### src/rtl/multicycle_adder_pkg.sv
// Shared types and helpers for the digit-serial adder/subtractor.
// Contents:
//   state_e          - controller states (idle, running digits, result held)
//   num_digits()     - number of digit steps per operation, WIDTH/DIGIT
//   cnt_width()      - digit counter width, $clog2(N+1)
package multicycle_adder_pkg;

    typedef enum logic [1:0] {
        StIdle,
        StRun,
        StDone
    } state_e;

    function automatic int unsigned num_digits(input int unsigned width,
                                               input int unsigned digit);
        return width / digit;
    endfunction

    function automatic int unsigned cnt_width(input int unsigned width,
                                              input int unsigned digit);
        return $clog2(width / digit + 1);
    endfunction

endpackage

### src/rtl/multicycle_adder_digit_adder.sv
// Combinational DIGIT-bit ripple adder built from full-adder cells.
// Ports:
//   i_a, i_b  - DIGIT-bit addends
//   i_cin     - carry into bit 0
//   o_sum     - DIGIT-bit sum
//   o_cout    - carry out of the top bit
//   o_c_msb   - carry into the top bit (signed overflow detection)
module multicycle_adder_digit_adder #(
    parameter int unsigned DIGIT = 4
) (
    input  logic [DIGIT-1:0] i_a,
    input  logic [DIGIT-1:0] i_b,
    input  logic             i_cin,
    output logic [DIGIT-1:0] o_sum,
    output logic             o_cout,
    output logic             o_c_msb
);

    logic [DIGIT:0] w_c;

    assign w_c[0] = i_cin;

    for (genvar i = 0; i < DIGIT; i++) begin : g_fa
        assign o_sum[i]  = i_a[i] ^ i_b[i] ^ w_c[i];
        assign w_c[i+1]  = (i_a[i] & i_b[i]) | (w_c[i] & (i_a[i] ^ i_b[i]));
    end

    assign o_cout  = w_c[DIGIT];
    assign o_c_msb = w_c[DIGIT-1];

endmodule

### src/rtl/multicycle_adder.sv
// Digit-serial adder/subtractor: consumes DIGIT bits per clock through a
// registered carry, WIDTH/DIGIT cycles per operation.
// Ports:
//   i_clk, i_rst_n           - clock, synchronous active-low reset
//   i_in_valid, o_in_ready   - operand handshake (i_a, i_b, i_cin, i_sub)
//   i_sub                    - 0: a+b+cin, 1: a-b (cin ignored)
//   o_out_valid, i_out_ready - result handshake (o_sum, o_cout, o_ovf)
//   o_cout                   - carry out of MSB; in subtract mode 1 = no borrow
//   o_ovf                    - two's-complement signed overflow
//   o_busy                   - operation in flight or result pending
module multicycle_adder
    import multicycle_adder_pkg::*;
#(
    parameter int unsigned WIDTH = 32,
    parameter int unsigned DIGIT = 4
) (
    input  logic             i_clk,
    input  logic             i_rst_n,
    input  logic             i_in_valid,
    output logic             o_in_ready,
    input  logic [WIDTH-1:0] i_a,
    input  logic [WIDTH-1:0] i_b,
    input  logic             i_cin,
    input  logic             i_sub,
    output logic             o_out_valid,
    input  logic             i_out_ready,
    output logic [WIDTH-1:0] o_sum,
    output logic             o_cout,
    output logic             o_ovf,
    output logic             o_busy
);

    if (DIGIT < 1 || DIGIT > WIDTH || (WIDTH % DIGIT) != 0) begin : g_bad_params
        $error("multicycle_adder: DIGIT must be in 1..WIDTH and divide WIDTH");
    end

    localparam int unsigned N  = num_digits(WIDTH, DIGIT);
    localparam int unsigned CW = cnt_width(WIDTH, DIGIT);

    state_e           r_state;
    logic [WIDTH-1:0] r_a;
    logic [WIDTH-1:0] r_b;
    logic [WIDTH-1:0] r_acc;     // digit results shifted in from the top
    logic             r_carry;
    logic [CW-1:0]    r_cnt;
    logic [WIDTH-1:0] r_sum;
    logic             r_cout;
    logic             r_ovf;

    logic [DIGIT-1:0] w_dsum;
    logic             w_dcout;
    logic             w_dcmsb;
    logic [WIDTH-1:0] w_acc_next;
    logic             w_last;

    multicycle_adder_digit_adder #(
        .DIGIT (DIGIT)
    ) u_digit_adder (
        .i_a     (r_a[DIGIT-1:0]),
        .i_b     (r_b[DIGIT-1:0]),
        .i_cin   (r_carry),
        .o_sum   (w_dsum),
        .o_cout  (w_dcout),
        .o_c_msb (w_dcmsb)
    );

    // Shift form keeps DIGIT == WIDTH legal (no zero-width slice).
    assign w_acc_next = (r_acc >> DIGIT) | (WIDTH'(w_dsum) << (WIDTH - DIGIT));
    assign w_last     = (r_cnt == CW'(N - 1));

    always_ff @(posedge i_clk) begin
        if (!i_rst_n) begin
            r_state <= StIdle;
            r_a     <= '0;
            r_b     <= '0;
            r_acc   <= '0;
            r_carry <= 1'b0;
            r_cnt   <= '0;
            r_sum   <= '0;
            r_cout  <= 1'b0;
            r_ovf   <= 1'b0;
        end else begin
            unique case (r_state)
                StIdle: begin
                    if (i_in_valid) begin
                        r_a     <= i_a;
                        r_b     <= i_sub ? ~i_b : i_b;
                        r_carry <= i_sub | i_cin;
                        r_cnt   <= '0;
                        r_state <= StRun;
                    end
                end
                StRun: begin
                    r_acc   <= w_acc_next;
                    r_a     <= r_a >> DIGIT;
                    r_b     <= r_b >> DIGIT;
                    r_carry <= w_dcout;
                    r_cnt   <= r_cnt + CW'(1);
                    // Visible outputs only change when the final digit lands.
                    if (w_last) begin
                        r_sum   <= w_acc_next;
                        r_cout  <= w_dcout;
                        r_ovf   <= w_dcmsb ^ w_dcout;
                        r_state <= StDone;
                    end
                end
                StDone: begin
                    if (i_out_ready) begin
                        r_state <= StIdle;
                    end
                end
                default: r_state <= StIdle;
            endcase
        end
    end

    assign o_in_ready  = (r_state == StIdle);
    assign o_out_valid = (r_state == StDone);
    assign o_busy      = (r_state != StIdle);
    assign o_sum       = r_sum;
    assign o_cout      = r_cout;
    assign o_ovf       = r_ovf;

endmodule
### config.mk
export PLATFORM = sky130hd
export DESIGN_NAME = multicycle_adder
export DESIGN_NICKNAME = d
export VERILOG_FILES = /design/src/rtl/multicycle_adder_pkg.sv /design/src/rtl/multicycle_adder_digit_adder.sv /design/src/rtl/multicycle_adder.sv
export SDC_FILE = /design/constraint.sdc
export NUM_CORES = 1
export LEC_CHECK = 0
export CORE_MARGIN = 5
export CORE_UTILIZATION = 57
export DETAILED_ROUTE_END_ITERATION = 8
export MAX_ROUTING_LAYER = met4
export PLACE_DENSITY = 0.94
export REMOVE_ABC_BUFFERS = 1
export SYNTH_ARGS = -nofsm -noshare
export SYNTH_HDL_FRONTEND = slang
export SYNTH_SLANG_ARGS = --single-unit
### constraint.sdc
create_clock -name i_clk -period 4.8 [get_ports i_clk]
set_clock_uncertainty 0.1 [all_clocks]
set_input_delay 0.96 -clock i_clk [delete_from_list [all_inputs] [get_ports i_clk]]
set_output_delay 0.96 -clock i_clk [all_outputs]
set_load 0.02 [all_outputs]
==> metrics, run 1 <==
CP max stage delay=approximately 0.60 ns; post_cts resized=0; Endpoint, Worst Hold=o_sum[12]$_SDFFE_PN0P_; die span in x=between 100 and 150 um; DR vias=a little under 5000; Final Hold Fails=0; Top Family by Delay on Critical Path=buffers and inverters; global-route wire length before repair=around 23000 um; R2R Setup Slk=between 2 and 2.5 ns; root buffer cell=clkbuf_8; cell count after synthesis=~660; postcts setup bufs=0; Worst Max-Slew Pin Slew=about 1.1 ns; cts hold-fix bufs=0; Peak VDD IR=between 0.2 and 0.25 mV; Post-layout nets=about 800; Worst Reg-to-Reg Cells=5; Rows=37; Yosys top cell area share=44.6%; Worst-path clk slew=roughly 0.060 ns; Top-Level Pins=between 100 and 150; Final Max Tran Viols=0; period utilization=about 65%; DR vias/cell=5.67; Reg2Reg Capture Point=o_sum[25]$_SDFFE_PN0P_; Tmin final=roughly 3.1 ns; unrepaired setup endpoints after global routing=false; Avg WL per Cell=around 16 um; crit-path cells=buf_4 -> or2_2 -> inv_1 -> clkdlybuf4s50_1; placed insts=~840; status=finished, final reports clean; Worst Hold Depth=2; Remaining Overflow, GRT=0; Netlist cell types=43; fmax=321 MHz; CTS Buffer Depth=2; CTS H-Tree Depth=4; crit path kind=flop to output port; ys async rst share=0%; CTS tree=yes; Placed Area=6890 sq um; gr usage total=roughly 22%; DRT antenna net count=0; min-delay src=o_sum[12]$_SDFFE_PN0P_; CP Launch Type=flop; initial antenna violation count=0; setup_tns=0 ns; starting density of the core=slightly below 60%; layout cell share with drive strength beyond 1=~9.2%; Die Y-Extent=around 110 um; critical path arrival=a little over 2 ns; slowest cell on the critical path=clkdlybuf4s50_1; Post-Syn Area=just under 6000 sq um; design area=7550 sq um; CTS buffer count=17; Die Area=approximately 13000 sq um; count of buffer and inverter cells on the critical path=3; HP Class=flop to flop; Finished Layout Cells=873; port buffer count=about 110; CP Capture Type=output port; Pre-antenna DRT Iters=5; Post-Syn Area per Cell=between 9 and 10 sq um; FF/Latch Area=2660 sq um; #FFs+latches synth=around 130; DRC=0; count leader, synth=nand2_1; WL final=13800 um; leak pwr=2.75 nW; Power Density=around 380 nW/um^2; clock sinks=roughly 130; synth cell count leaders=nand2_1 (134), dfxtp_1 (133), nor2b_1 (41); cell taking the most area after synthesis=dfxtp_1; DP HPWL=~8300 um; number of synthesized flops with an enable pin=0; pin count of the biggest net entering global routing=roughly 120; dominant cells by area after synthesis=dfxtp_1 (45%), nand2_1 (8.4%), mux2i_1 (5.5%); slew margin rel.=28.1%; GP Congestion=0.770; Antenna diodes=0; register area share after synthesis=between 40% and 50%; clk_lat worst skew=~0.52 ns; worst endpoint required time=~3.7 ns; Max Cap Viol=0; R2R Path Start=r_state[0]$_SDFFE_PN0P_; vias in the first global route=just under 5000; # setup viols final=0; Worst Path Max Fanout=37; top_reg_cell synth=dfxtp_1; Ys Warns=0; FILL cells=730; crit path launch=r_state[1]$_SDFFE_PN0P_; area grow syn2layout=26.6%; Initial DRC Count=404; core area=10300 sq um; Tot Pwr=0.00290 W; multi-input logic area=just under 3000 sq um
[worst min-delay path: stages (launching register included)]
cell and delay (ns):
dfxtp_1 0.31, nand2_1 0.05, mux2i_1 0.05
[power breakdown]
group / internal, W / total (W) / switching, W
Combinational: 0.000142 / 0.000291 / 0.000148
Sequential: 0.00115 / 0.00118 / 0.0000286
Clock: 0.000940 / 0.00143 / 0.000485
Total: 0.00224 / 0.00290 / 0.000662
[worst max path at each step]
stage | endpoint | slack, ns | cells after the start
after floorplan | o_sum[0]$_SDFFE_PN0P_ | 0.97 | 3
after global placement | r_cnt[2]$_SDFFE_PN0P_ | 1.63 | 4
after detailed placement | r_cnt[2]$_SDFFE_PN0P_ | 1.54 | 4
after CTS | o_in_ready | 1.66 | 4
after global routing | o_out_valid | 1.60 | 3
final | o_in_ready | 1.69 | 4
[through the flow]
stage	utilization (%)	hold slack [ns]	setup WS [ns]
after CTS	73.4	0.362	1.66
after floorplan	-	0.338	0.968
final	73.4	0.357	1.69
after global routing	73.4	0.387	1.60
after detailed placement	67.1	0.350	1.54
after global placement	67.1	0.341	1.63
[layout by cell type, fill, tap and decap left out, types with 5 or more instances in the layout]
cell type	Yosys	layout
a21boi_0	6	6
a21boi_1	20	20
a21oi_1	30	30
a22oi_1	9	9
buf_4	4	7
bufinv_16	0	5
clkbuf_16	0	16
clkdlybuf4s50_1	0	104
dfxtp_1	133	132
inv_1	8	8
mux2i_1	33	33
nand2_1	134	134
nand3_1	27	27
nor2_1	32	32
nor2b_1	41	40
o211a_1	5	5
o221a_1	7	7
o221a_2	21	21
o221ai_1	24	24
xnor2_1	17	17
xor2_1	16	16
[layout make-up]
type | instances | share of cell area [%]
Clock buffer | 21 | 6.08
Inverter | 8 | 0.398
Timing Repair Buffer | 112 | 14.6
Clock inverter | 11 | 2.60
Multi-Input combinational cell | 452 | 38.8
Tap cell | 136 | 2.25
Sequential cell | 133 | 35.3
[logic make-up after synthesis]
| group | Yosys count | share of synthesized area (%) |
|---|---|---|
| compound gates | 133 | 18.2 |
| xor+xnor | 33 | 4.85 |
| fa+ha+maj | 5 | 1.55 |
| buf+inv | 71 | 6.40 |
| flops | 133 | 44.6 |
| mux | 33 | 5.54 |
| simple gates | 248 | 18.8 |
[per-layer routing]
layer | up-vias | part of all wire, % | track usage [%]
met4 | 0 | 1.5 | 6.73
met1 | 2365 | 42 | 26.8
met5 | - | 0 | -
met3 | 26 | 5.6 | 5.28
met2 | 167 | 51 | 37.2
li1 | 2394 | - | -
[flip-flops by register name, indices dropped and copies added, names as in the netlist]
name / flops
r_cnt: 4
o_cout: 1
o_ovf: 1
r_b: 32
r_state: 2
r_acc: 28
r_a: 32
r_carry: 1
o_sum: 32
Power figures use the tool's default switching activity.
==> run 2, diff against run 1 <==
--- a/config.mk
+++ b/config.mk
@@ -6,10 +6,10 @@
 export NUM_CORES = 1
 export LEC_CHECK = 0
 export CORE_MARGIN = 5
-export CORE_UTILIZATION = 57
+export CORE_UTILIZATION = 48
 export DETAILED_ROUTE_END_ITERATION = 8
 export MAX_ROUTING_LAYER = met4
-export PLACE_DENSITY = 0.94
+export PLACE_DENSITY = 0.85
 export REMOVE_ABC_BUFFERS = 1
 export SYNTH_ARGS = -nofsm -noshare
 export SYNTH_HDL_FRONTEND = slang
==> constraint.sdc (replaced) <==
create_clock -name i_clk -period 2.7 [get_ports i_clk]
set_clock_uncertainty 0.1 [all_clocks]
set_input_delay 0.54 -clock i_clk [delete_from_list [all_inputs] [get_ports i_clk]]
set_output_delay 0.54 -clock i_clk [all_outputs]
set_load 0.02 [all_outputs]
==> run 2 against run 1 <==
Wire length shrank 1.9%. Flip-flop and latch count stayed put. Highest routed layer unchanged. Via count down 0.83%. Final cell count increased by 4.8%. Sequential share of layout area down 0.38 points. Critical endpoint is now o_sum[31]$_SDFFE_PN0P_. Core utilization decreased by 10 points. First-iteration DRC count up 15%. Largest cell class unchanged.
==> metrics, run 2 (same netlist as run 1, synthesis figures left out) <==
commonest non-fill, non-tap cell in the layout=nand2_1; design area=7630 sq um; vias in the first global route=roughly 4700; leak pwr=between 2 and 3 nW; period utilization=about 87%; CP max stage delay=about 0.42 ns; CTS Buffer Depth=2; clock sinks=~130; Remaining Overflow, GRT=0; DR vias/cell=5.37; unrepaired setup endpoints after global routing=false; CP Launch Type=flop; CTS tree=yes; Worst-path clk slew=~0.060 ns; Final Hold Fails=0; Top-Level Pins=about 110; Top Family by Delay on Critical Path=adder cells; Worst Hold Depth=2; Final Worst Setup Slack=approximately 0.35 ns; Worst Path Max Fanout=2; slew margin rel.=51.5%; DRC=0; port buffer count=106; area grow syn2layout=27.9%; cts hold-fix bufs=0; Reg2Reg Capture Point=o_sum[31]$_SDFFE_PN0P_; DR vias=about 4900; CP Capture Type=flop; HP Class=flop to flop; Antenna diodes=0; commonest cells after routing, fill and taps aside=nand2_1 (134), dfxtp_1 (132), clkdlybuf4s50_1 (104); Rows=40; # setup viols final=0; DRT antenna net count=0; Worst Reg-to-Reg Cells=9; Die Y-Extent=121 um; CTS buffer count=17; min-delay src=o_sum[14]$_SDFFE_PN0P_; GP Congestion=roughly 0.8; Placed Area=7020 sq um; most frequent CP cell=fa_1; DP HPWL=about 8900 um; status=finished, final reports clean; worst endpoint required time=roughly 3.0 ns; Avg WL per Cell=14.8 um; critical path arrival=roughly 2.6 ns; pin count of the biggest net entering global routing=between 100 and 150; starting density of the core=49.2%; Die Area=between 10000 and 15000 sq um; initial antenna violation count=0; Initial DRC Count=roughly 460; R2R Path Start=r_a[0]$_SDFFE_PN0P_; Final Max Tran Viols=0; CTS H-Tree Depth=4; count of buffer and inverter cells on the critical path=3; slowest cell on the critical path=fa_1; root buffer cell=clkbuf_16; core area=12100 sq um; global-route wire length before repair=22100 um; R2R Setup Slk=~0.35 ns; crit path kind=flop to flop; Post-layout nets=between 800 and 900; postcts setup bufs=0; Peak VDD IR=around 0.37 mV; layout cell share with drive strength beyond 1=10.4%; crit path launch=r_a[0]$_SDFFE_PN0P_; post-place setup slack=~0.38 ns; Power Density=653 nW/um^2; crit-path cells=fa_1 -> inv_1 -> fa_1 -> inv_1 -> fa_1 -> inv_1 -> fa_1 -> nand3_1 -> o211a_1; Pre-antenna DRT Iters=6; WL final=approximately 14000 um; FILL cells=roughly 990; Tmin final=between 2 and 2.5 ns; Max Cap Viol=0; die span in x=~120 um; gr usage total=roughly a fifth; final hold slack=roughly 0.35 ns; Endpoint, Worst Hold=o_sum[14]$_SDFFE_PN0P_; clk_lat worst skew=0.41 ns; fmax=approximately 430 MHz; post_cts resized=0; Worst Max-Slew Pin Slew=~0.73 ns
run 2: area by class of cell:
cell class,instances,area (sq um),area share (%)
Inverter,8,30.0,0.394
Sequential cell,133,2660,34.9
Tap cell,168,210,2.76
Clock buffer,20,457,5.99
Multi-Input combinational cell,452,2930,38.4
Timing Repair Buffer,122,1190,15.5
Clock inverter,12,154,2.02
run 2: power breakdown:
part           switching, W  internal [W]
Clock              0.000853       0.00150
Combinational      0.000262      0.000265
Sequential        0.0000482       0.00205
run 2: how the worst max path moves through the flow:
stage,end,cells after the start
2_1_floorplan,o_sum[0]$_SDFFE_PN0P_,3
3_3_place_gp,o_sum[31]$_SDFFE_PN0P_,9
3_5_place_dp,o_sum[31]$_SDFFE_PN0P_,9
4_1_cts,o_sum[31]$_SDFFE_PN0P_,9
5_1_grt,o_sum[31]$_SDFFE_PN0P_,9
6_report,o_sum[31]$_SDFFE_PN0P_,9
run 2: per-layer routing:
metal  track usage, %  part of all wire (%)  vias up
met4             5.39                   1.4        0
met5                -                     0        -
met1             23.2                    44     2323
met3             4.80                   5.0       17
li1                 -                     -     2423
met2             31.4                    50      148
run 2: tightest hold or removal path: cells and delay by family (launching register included):
family | cells | cell delay, ns
DFF | 1 | 0.31
muxes | 1 | 0.05
and+or+nand+nor | 1 | 0.05
run 2: through the flow:
stage | TNS [ns] | total power (W) | cells | utilization (%)
after CTS | 0 | 0.00501 | 915 | 63.0
after global placement | 0 | 0.00264 | 883 | 58.0
after detailed placement | 0 | 0.00266 | 883 | 58.0
after floorplan | -61.13 | 0.00240 | 593 | -
after global routing | 0 | 0.00517 | 915 | 63.0
final | 0 | 0.00498 | 915 | 63.0
==> run 3, diff against run 2 <==
--- a/config.mk
+++ b/config.mk
@@ -9,7 +9,7 @@
 export CORE_UTILIZATION = 48
 export DETAILED_ROUTE_END_ITERATION = 8
 export MAX_ROUTING_LAYER = met4
-export PLACE_DENSITY = 0.85
+export PLACE_DENSITY_LB_ADDON = 0.12
 export REMOVE_ABC_BUFFERS = 1
 export SYNTH_ARGS = -nofsm -noshare
 export SYNTH_HDL_FRONTEND = slang
==> run 3 against run 2 <==
Worst hold slack barely moved. Setup slack got worse by 0.0023 ns. First-iteration DRC count fell by 27%. Die area did not move.
==> metrics, run 3 (same netlist as run 1, synthesis figures left out) <==
root buffer cell=clkbuf_16; final hold slack=about 0.36 ns; commonest cells after routing, fill and taps aside=nand2_1 (134), dfxtp_1 (132), clkdlybuf4s50_1 (104); count of buffer and inverter cells on the critical path=3; unrepaired setup endpoints after global routing=false; crit path kind=flop to flop; Flop pwr share=a little over two fifths; Psw=0.00113 W; Int Pwr=roughly 0.0037 W; cts hold-fix bufs=0; crit-path cells=fa_1 -> inv_1 -> fa_1 -> inv_1 -> fa_1 -> inv_1 -> fa_1 -> nand3_1 -> o211a_1; Pre-antenna DRT Iters=6; period utilization=~87%; Top Usage Layer GRT=met2; Reg2Reg Capture Point=o_sum[31]$_SDFFE_PN0P_; Worst Hold Depth=2; HP Class=flop to flop; CP max stage delay=approximately 0.42 ns; CP Launch Type=flop; R2R Setup Slk=between 0.3 and 0.4 ns; core area=12100 sq um; Logic pwr share=a little over a tenth; FF/Latch Area=2660 sq um; crit path launch=r_a[0]$_SDFFE_PN0P_; DR vias/cell=5.19; CTS buffer count=17; Endpoint, Worst Hold=o_sum[20]$_SDFFE_PN0P_; Worst Reg-to-Reg Cells=9; min-delay src=o_sum[20]$_SDFFE_PN0P_; commonest non-fill, non-tap cell in the layout=nand2_1; slew margin rel.=51.1%; global-route wire length before repair=~22000 um; Final Max Tran Viols=0; gr usage total=between 15 and 20%; setup_tns=0 ns; die span in x=around 120 um; met3 GRT Util=4.38%; area grow syn2layout=27.9%; placed insts=883; Worst Path Max Fanout=2; Tmin final=between 2 and 2.5 ns; Final Worst Setup Slack=between 0.3 and 0.4 ns; post-place setup slack=slightly below 0.4 ns; Initial DRC Count=approximately 340; post_cts resized=0; Top Family by Delay on Critical Path=adder cells; CP Capture Type=flop; leak pwr=2.78 nW; GP Congestion=0.758; layout cell share with drive strength beyond 1=between 10% and 20%; Die Area=14800 sq um; WL final=roughly 13000 um; DR vias=around 4700; # setup viols final=0; Worst-path clk slew=0.05 ns; most frequent CP cell=fa_1; status=finished, final reports clean; DRT antenna net count=0; Rows=40; DRC=0; clock power share=~46%; R2R Path Start=r_a[0]$_SDFFE_PN0P_; multi-input logic area=about 2900 sq um; Peak VDD IR=around 0.38 mV; FILL cells=roughly 1100; clock sinks=between 100 and 150; DP HPWL=about 8600 um; Avg WL per Cell=about 14 um; vias in the first global route=4579; design area=around 7600 sq um; Die Y-Extent=roughly 120 um; worst endpoint required time=roughly 3 ns; pin count of the biggest net entering global routing=between 50 and 60; Placed Area=~7000 sq um; CTS Buffer Depth=2; met2 Use GR=28.8%; Post-layout nets=between 800 and 900; Worst Max-Slew Pin Slew=0.733 ns; Finished Layout Cells=between 900 and 1000; Top-Level Pins=roughly 110; sw frac=a little under a quarter; Antenna diodes=0; slowest cell on the critical path=fa_1; fmax=between 400 and 500 MHz; Final Hold Fails=0; Remaining Overflow, GRT=0; postcts setup bufs=0; met1 Track Usage GR=a little under a quarter; CTS H-Tree Depth=4; Power Density=~640 nW/um^2; initial antenna violation count=0; starting density of the core=around 49%; critical path arrival=2.60 ns; clk_lat worst skew=between 0.4 and 0.5 ns; port buffer count=about 110; Max Cap Viol=0; CTS tree=yes
run 3: metal layers:
layer	up-vias	part of all wire [%]
li1	2426	-
met1	2204	46
met2	113	49
met3	4	4.1
met4	0	0.49
met5	-	0
run 3: worst max-delay path by stage:
| stage | endpoint | slack [ns] | cells after the start |
|---|---|---|---|
| 2_1_floorplan | o_sum[0]$_SDFFE_PN0P_ | -1.13 | 3 |
| 3_3_place_gp | o_sum[31]$_SDFFE_PN0P_ | 0.43 | 9 |
| 3_5_place_dp | o_sum[31]$_SDFFE_PN0P_ | 0.39 | 9 |
| 4_1_cts | o_in_ready | 0.36 | 3 |
| 5_1_grt | o_sum[31]$_SDFFE_PN0P_ | 0.23 | 9 |
| 6_report | o_sum[31]$_SDFFE_PN0P_ | 0.35 | 9 |
run 3: layout make-up:
cell class / instances / share of cell area [%]
Inverter: 8 / 0.394
Sequential cell: 133 / 34.9
Tap cell: 168 / 2.76
Timing Repair Buffer: 122 / 15.9
Clock inverter: 13 / 1.74
Clock buffer: 19 / 5.94
Multi-Input combinational cell: 452 / 38.4
run 3: tightest hold or removal path: cells and delay by family (launching register included):
| family | cells | cell delay, ns |
|---|---|---|
| flops | 1 | 0.30 |
| mux | 1 | 0.05 |
| simple gates | 1 | 0.05 |
run 3: power by group through the flow:
stage	clock (W)	combinational, W	sequential [W]
2_1_floorplan	0	0.000264	0.00214
3_3_place_gp	0	0.000521	0.00214
3_5_place_dp	0	0.000532	0.00214
4_1_cts	0.00227	0.000536	0.00210
5_1_grt	0.00239	0.000586	0.00211
6_report	0.00222	0.000531	0.00210
run 3: stage by stage:
stage	utilization [%]	power, W
6_report	63.0	0.00485
5_1_grt	63.0	0.00508
4_1_cts	63.0	0.00490
3_5_place_dp	58.2	0.00267
3_3_place_gp	58.2	0.00266
2_1_floorplan	-	0.00240
==> variant 1 (settings of run 1) <==
The 3 states of `state_e` get a one-hot encoding in 3 bits.
--- a/src/rtl/multicycle_adder_pkg.sv
+++ b/src/rtl/multicycle_adder_pkg.sv
@@ -5,10 +5,10 @@
 //   cnt_width()      - digit counter width, $clog2(N+1)
 package multicycle_adder_pkg;
 
-    typedef enum logic [1:0] {
-        StIdle,
-        StRun,
-        StDone
+    typedef enum logic [2:0] {
+        StIdle = 3'b001,
+        StRun  = 3'b010,
+        StDone = 3'b100
     } state_e;
 
     function automatic int unsigned num_digits(input int unsigned width,
Function: no difference found for any inputs over 10 cycles, from zero or initial values and one cycle with i_rst_n low; not proved beyond that.
==> variant 1 against run 1 <==
Worst setup slack got worse by 0.23 ns; synthesized area is 5.8% lower; design area shrank 5.2%; routed wire length down 2.6%; sequential cell count up 1; critical path type unchanged; largest cell class is now flip-flops and latches.
Power is not compared: it rests on default switching activity, and its combinational part moved more than twofold at a synthesized area within 25%.
==> variant 1: results (changes against run 1) <==
{| class="wikitable"
! Metric !! Value
|-
| CP Class || flip-flop to output port (unchanged)
|-
| Average wire per cell in the routed design || 15.2 µm (was 15.8 µm)
|-
| Number of filler instances in the final layout || 684 (was 730)
|-
| Max-slew headroom || 17.1% (was 28.1%)
|-
| Number of antenna violations at the first check in global routing || 0 (unchanged)
|-
| Min-delay src || r_acc[5] (was o_sum[12])
|-
| Vias in the first global route || 4762 (was 4856)
|-
| Worst Hold Endpoint || r_acc[5] (was o_sum[12])
|-
| Count of distinct cell types in the synthesized netlist || 40 (was 43)
|-
| Global-route wire length before repair || 22000 µm (was 22700 µm)
|-
| Share of layout cells above drive strength 1 || 6.80% (was 9.23%)
|-
| Fin util || 73.9% (was 73.4%)
|-
| Leakage power figure || 0.00244 µW
|-
| Leading cell types by count after synthesis || sky130_fd_sc_hd__dfxtp_1, sky130_fd_sc_hd__nand2_1, sky130_fd_sc_hd__a21oi_1, sky130_fd_sc_hd__nor3_1, sky130_fd_sc_hd__o21ai_0 (was sky130_fd_sc_hd__nand2_1, sky130_fd_sc_hd__dfxtp_1, sky130_fd_sc_hd__nor2b_1, sky130_fd_sc_hd__buf_2, sky130_fd_sc_hd__mux2i_1)
|-
| Crit path DAT || 2.28 ns (was 2.05 ns)
|-
| Worst min-delay path class || flip-flop to flip-flop (unchanged)
|-
| Pre-CTS setup slack || 1.54 ns (about the same)
|-
| Cell Area, Placed || 6590 µm² (was 6890 µm²)
|-
| Maximum number of pins on one net before global-route repair || 103 (was 115)
|-
| Top fanout value on the critical path || 10 (was 37)
|-
| R2r endpoint || r_a[19] (was o_sum[25])
|-
| Total global routing track utilization || 23.5% (was 22.3%)
|-
| Top cells by area, synth || sky130_fd_sc_hd__dfxtp_1, sky130_fd_sc_hd__nand2_1, sky130_fd_sc_hd__a21oi_1, sky130_fd_sc_hd__nor3_1, sky130_fd_sc_hd__o21ai_0 (was sky130_fd_sc_hd__dfxtp_1, sky130_fd_sc_hd__nand2_1, sky130_fd_sc_hd__mux2i_1, sky130_fd_sc_hd__nor2b_1, sky130_fd_sc_hd__o221a_2)
|-
| Startpoint of the lowest-slack register-to-register path || r_state[0] (unchanged)
|-
| Combinational fraction of design power || 22.4%
|-
| Post-DP HPWL || 8110 µm (was 8260 µm)
|-
| Status || finished clean (unchanged)
|-
| Number of port buffers || 106 (unchanged)
|-
| Via density per instance || 5.82 (was 5.67)
|-
| Fraction of the yosys area taken by sequential cells || 47.8% (was 44.6%)
|-
| Non-filler instance count after layout || 883 (was 873)
|-
| Mean instance size in the synthesized netlist || 8.32 µm² (was 9.09 µm²)
|-
| Clk buf depth || 2 (unchanged)
|}
## variant 1: how the worst max path moves through the flow
stage / endpoint / slack, ns / depth (start not counted)
after floorplan: r_cnt[2] / 0.73 / 3
after global placement: r_b[31] / 1.66 / 5
after detailed placement: r_b[31] / 1.54 / 5
after CTS: o_in_ready / 1.43 / 3
after global routing: o_in_ready / 1.38 / 3
final: o_in_ready / 1.46 / 3
## variant 1: cell type report
cell class	instances	area share (%)
multi-input cells	464	36.5
well taps	133	2.33
repair buffers	112	15.4
inverters	9	0.472
clock buffers	18	5.98
flip-flops and latches	134	37.5
clock inverters	13	1.85
## variant 1: worst register-to-register path, cell delays in order, from the launching register on
cell and delay [ns]:
sky130_fd_sc_hd__dfxtp_1 0.55, sky130_fd_sc_hd__or3b_4 0.80, sky130_fd_sc_hd__buf_4 0.61, sky130_fd_sc_hd__o21ai_0 0.19, sky130_fd_sc_hd__a31oi_1 0.21
## variant 1: routing by layer
metal  global-route usage, %  wire length [µm]  vias up
met2                    38.1              6600      240
li1                        -                 -     2491
met5                       -                 0        -
met4                    6.68               223        0
met1                    29.3              5650     2377
met3                    5.98               957       29
## variant 1: power groups by stage
stage	registers [µW]	logic, µW	clock network [µW]
after global routing	1410	836	1290
after detailed placement	1410	737	0
final	1390	754	1220
after CTS	1390	747	1230
after floorplan	1380	514	0
after global placement	1400	701	0
## variant 1: kinds of logic (layout without fill, tap and decap cells)
logic type,after synthesis,in the layout,synth area share (%)
AND/OR/NAND/NOR,223,223,18.4
AO/OA/AOI/OAI,202,202,20.5
flip-flops,134,134,47.8
buffers and inverters,77,152,6.28
XOR/XNOR,33,33,5.14
adder cells (fa/ha/maj),5,5,1.65
multiplexers,1,1,0.267
==> variant 2 (flow settings as in run 1) <==
Made on the original files. `WIDTH`: 32 -> 36.
--- a/src/rtl/multicycle_adder.sv
+++ b/src/rtl/multicycle_adder.sv
@@ -11,7 +11,7 @@
 module multicycle_adder
     import multicycle_adder_pkg::*;
 #(
-    parameter int unsigned WIDTH = 32,
+    parameter int unsigned WIDTH = 36,
     parameter int unsigned DIGIT = 4
 ) (
     input  logic             i_clk,
Interface: changed (resized i_a, i_b and o_sum); port bits go from 107 to 119. The function was not compared with the original's and may differ.
==> variant 2 against run 1 <==
Total power is 1.8% higher; combinational power up 18%; sequential cell count up 16; worst setup slack got worse by 0.18 ns; design area up 9.2%; routed wire length is 6.2% higher; synthesized area increased by 10%; global-route usage decreased by 0.87 points.
==> variant 2: results (changes against run 1) <==
{| class="wikitable"
! Metric !! Value
|-
| Status || finished clean (unchanged)
|-
| Leakage power figure || 0.00301 µW (was 0.00275 µW)
|-
| Fraction of the yosys area taken by sequential cells || 45.3% (was 44.6%)
|-
| Drt initial violations || 445 (was 404)
|-
| Number of filler instances in the final layout || 750 (was 730)
|-
| Average wire per cell in the routed design || 15.3 µm (was 15.8 µm)
|-
| Number of instances in the synthesized netlist || 728 (was 656)
|-
| Crit path DAT || 2.23 ns (was 2.05 ns)
|-
| Critical path origin || r_state[0] (was r_state[1])
|-
| Total global routing track utilization || 21.4% (was 22.3%)
|-
| Global-route wire length before repair || 24500 µm (was 22700 µm)
|-
| Leading cell types by count after synthesis || sky130_fd_sc_hd__dfxtp_1, sky130_fd_sc_hd__nand2_1, sky130_fd_sc_hd__nor2_1, sky130_fd_sc_hd__nor2b_1, sky130_fd_sc_hd__mux2i_1 (was sky130_fd_sc_hd__nand2_1, sky130_fd_sc_hd__dfxtp_1, sky130_fd_sc_hd__nor2b_1, sky130_fd_sc_hd__buf_2, sky130_fd_sc_hd__mux2i_1)
|-
| Cell chosen for the clock root || sky130_fd_sc_hd__clkbuf_16 (was sky130_fd_sc_hd__clkbuf_8)
|-
| Post-DP HPWL || 9580 µm (was 8260 µm)
|-
| Max-slew headroom || 26.7% (was 28.1%)
|-
| Clock insertion delay at the later pin of the skew report || 0.41 ns (was 0.52 ns)
|-
| Share of layout cells above drive strength 1 || 10.1% (was 9.23%)
|-
| Global-route track usage on met1 || 26.0% (was 26.8%)
|-
| Synth Area in Compound Gates || 18.6% (was 18.2%)
|-
| # nets final || 886 (was 799)
|-
| Routability-driven placement congestion ratio || 0.743 (was 0.770)
|-
| Maximum number of pins on one net before global-route repair || 100 (was 115)
|-
| Drt pass-1 iters || 6 (was 5)
|-
| Non-filler instance count after layout || 958 (was 873)
|-
| Top cells by area, synth || sky130_fd_sc_hd__dfxtp_1, sky130_fd_sc_hd__nand2_1, sky130_fd_sc_hd__mux2i_1, sky130_fd_sc_hd__o221a_2, sky130_fd_sc_hd__nor2b_1 (was sky130_fd_sc_hd__dfxtp_1, sky130_fd_sc_hd__nand2_1, sky130_fd_sc_hd__mux2i_1, sky130_fd_sc_hd__nor2b_1, sky130_fd_sc_hd__o221a_2)
|-
| Vias in the first global route || 5293 (was 4856)
|-
| Top fanout value on the critical path || 45 (was 37)
|-
| Placed cell count || 926 (was 841)
|-
| Pre-CTS setup slack || 1.35 ns (was 1.54 ns)
|-
| Count of distinct cell types in the synthesized netlist || 42 (was 43)
|}
variant 2: worst paths after layout:
kind                    end  slack (ns)  cells past startpoint
setup / recovery     o_busy        1.51                      3
hold reg to reg    o_sum[9]        0.36                      2
hold / removal     o_sum[9]        0.36                      2
setup reg to reg  o_sum[18]        2.06                      4
variant 2: layout make-up:
| class | count | area [µm²] | area share [%] |
|---|---|---|---|
| clock buffers | 18 | 439 | 5.33 |
| repair buffers | 125 | 1230 | 14.9 |
| inverters | 10 | 37.5 | 0.456 |
| multi-input cells | 499 | 3240 | 39.4 |
| flip-flops and latches | 149 | 2980 | 36.2 |
| clock inverters | 14 | 131 | 1.59 |
| well taps | 143 | 179 | 2.17 |
variant 2: kinds of logic after synthesis:
kind of cell,count (synthesis)
XOR/XNOR,37
flip-flops,149
AO/OA/AOI/OAI,148
buffers and inverters,80
AND/OR/NAND/NOR,272
multiplexers,36
adder cells (fa/ha/maj),6
variant 2: metal layers:
layer	vias up	wire length [µm]
li1	2645	-
met1	2564	6320
met2	176	7380
met3	20	747
met4	0	201
met5	-	0
variant 2: metrics by stage:
| stage | hold WS [ns] | util, % |
|---|---|---|
| detailed placement | 0.349 | 67.5 |
| global placement | 0.341 | 67.5 |
| global route | 0.385 | 72.5 |
| CTS | 0.362 | 72.5 |
| floorplan | 0.338 | - |
| finish | 0.360 | 72.5 |
variant 2: worst max-delay path: cells and delay by family, from the launching register on:
kind                   cells  cell delay (ns)
buffers and inverters      2             1.03
DFF                        1             0.59
and+or+nand+nor            1             0.19
variant 2: where the power goes:
group	internal (µW)	switching (µW)	total, µW
Sequential	1300	41.4	1340
Combinational	174	169	343
Clock	699	568	1270
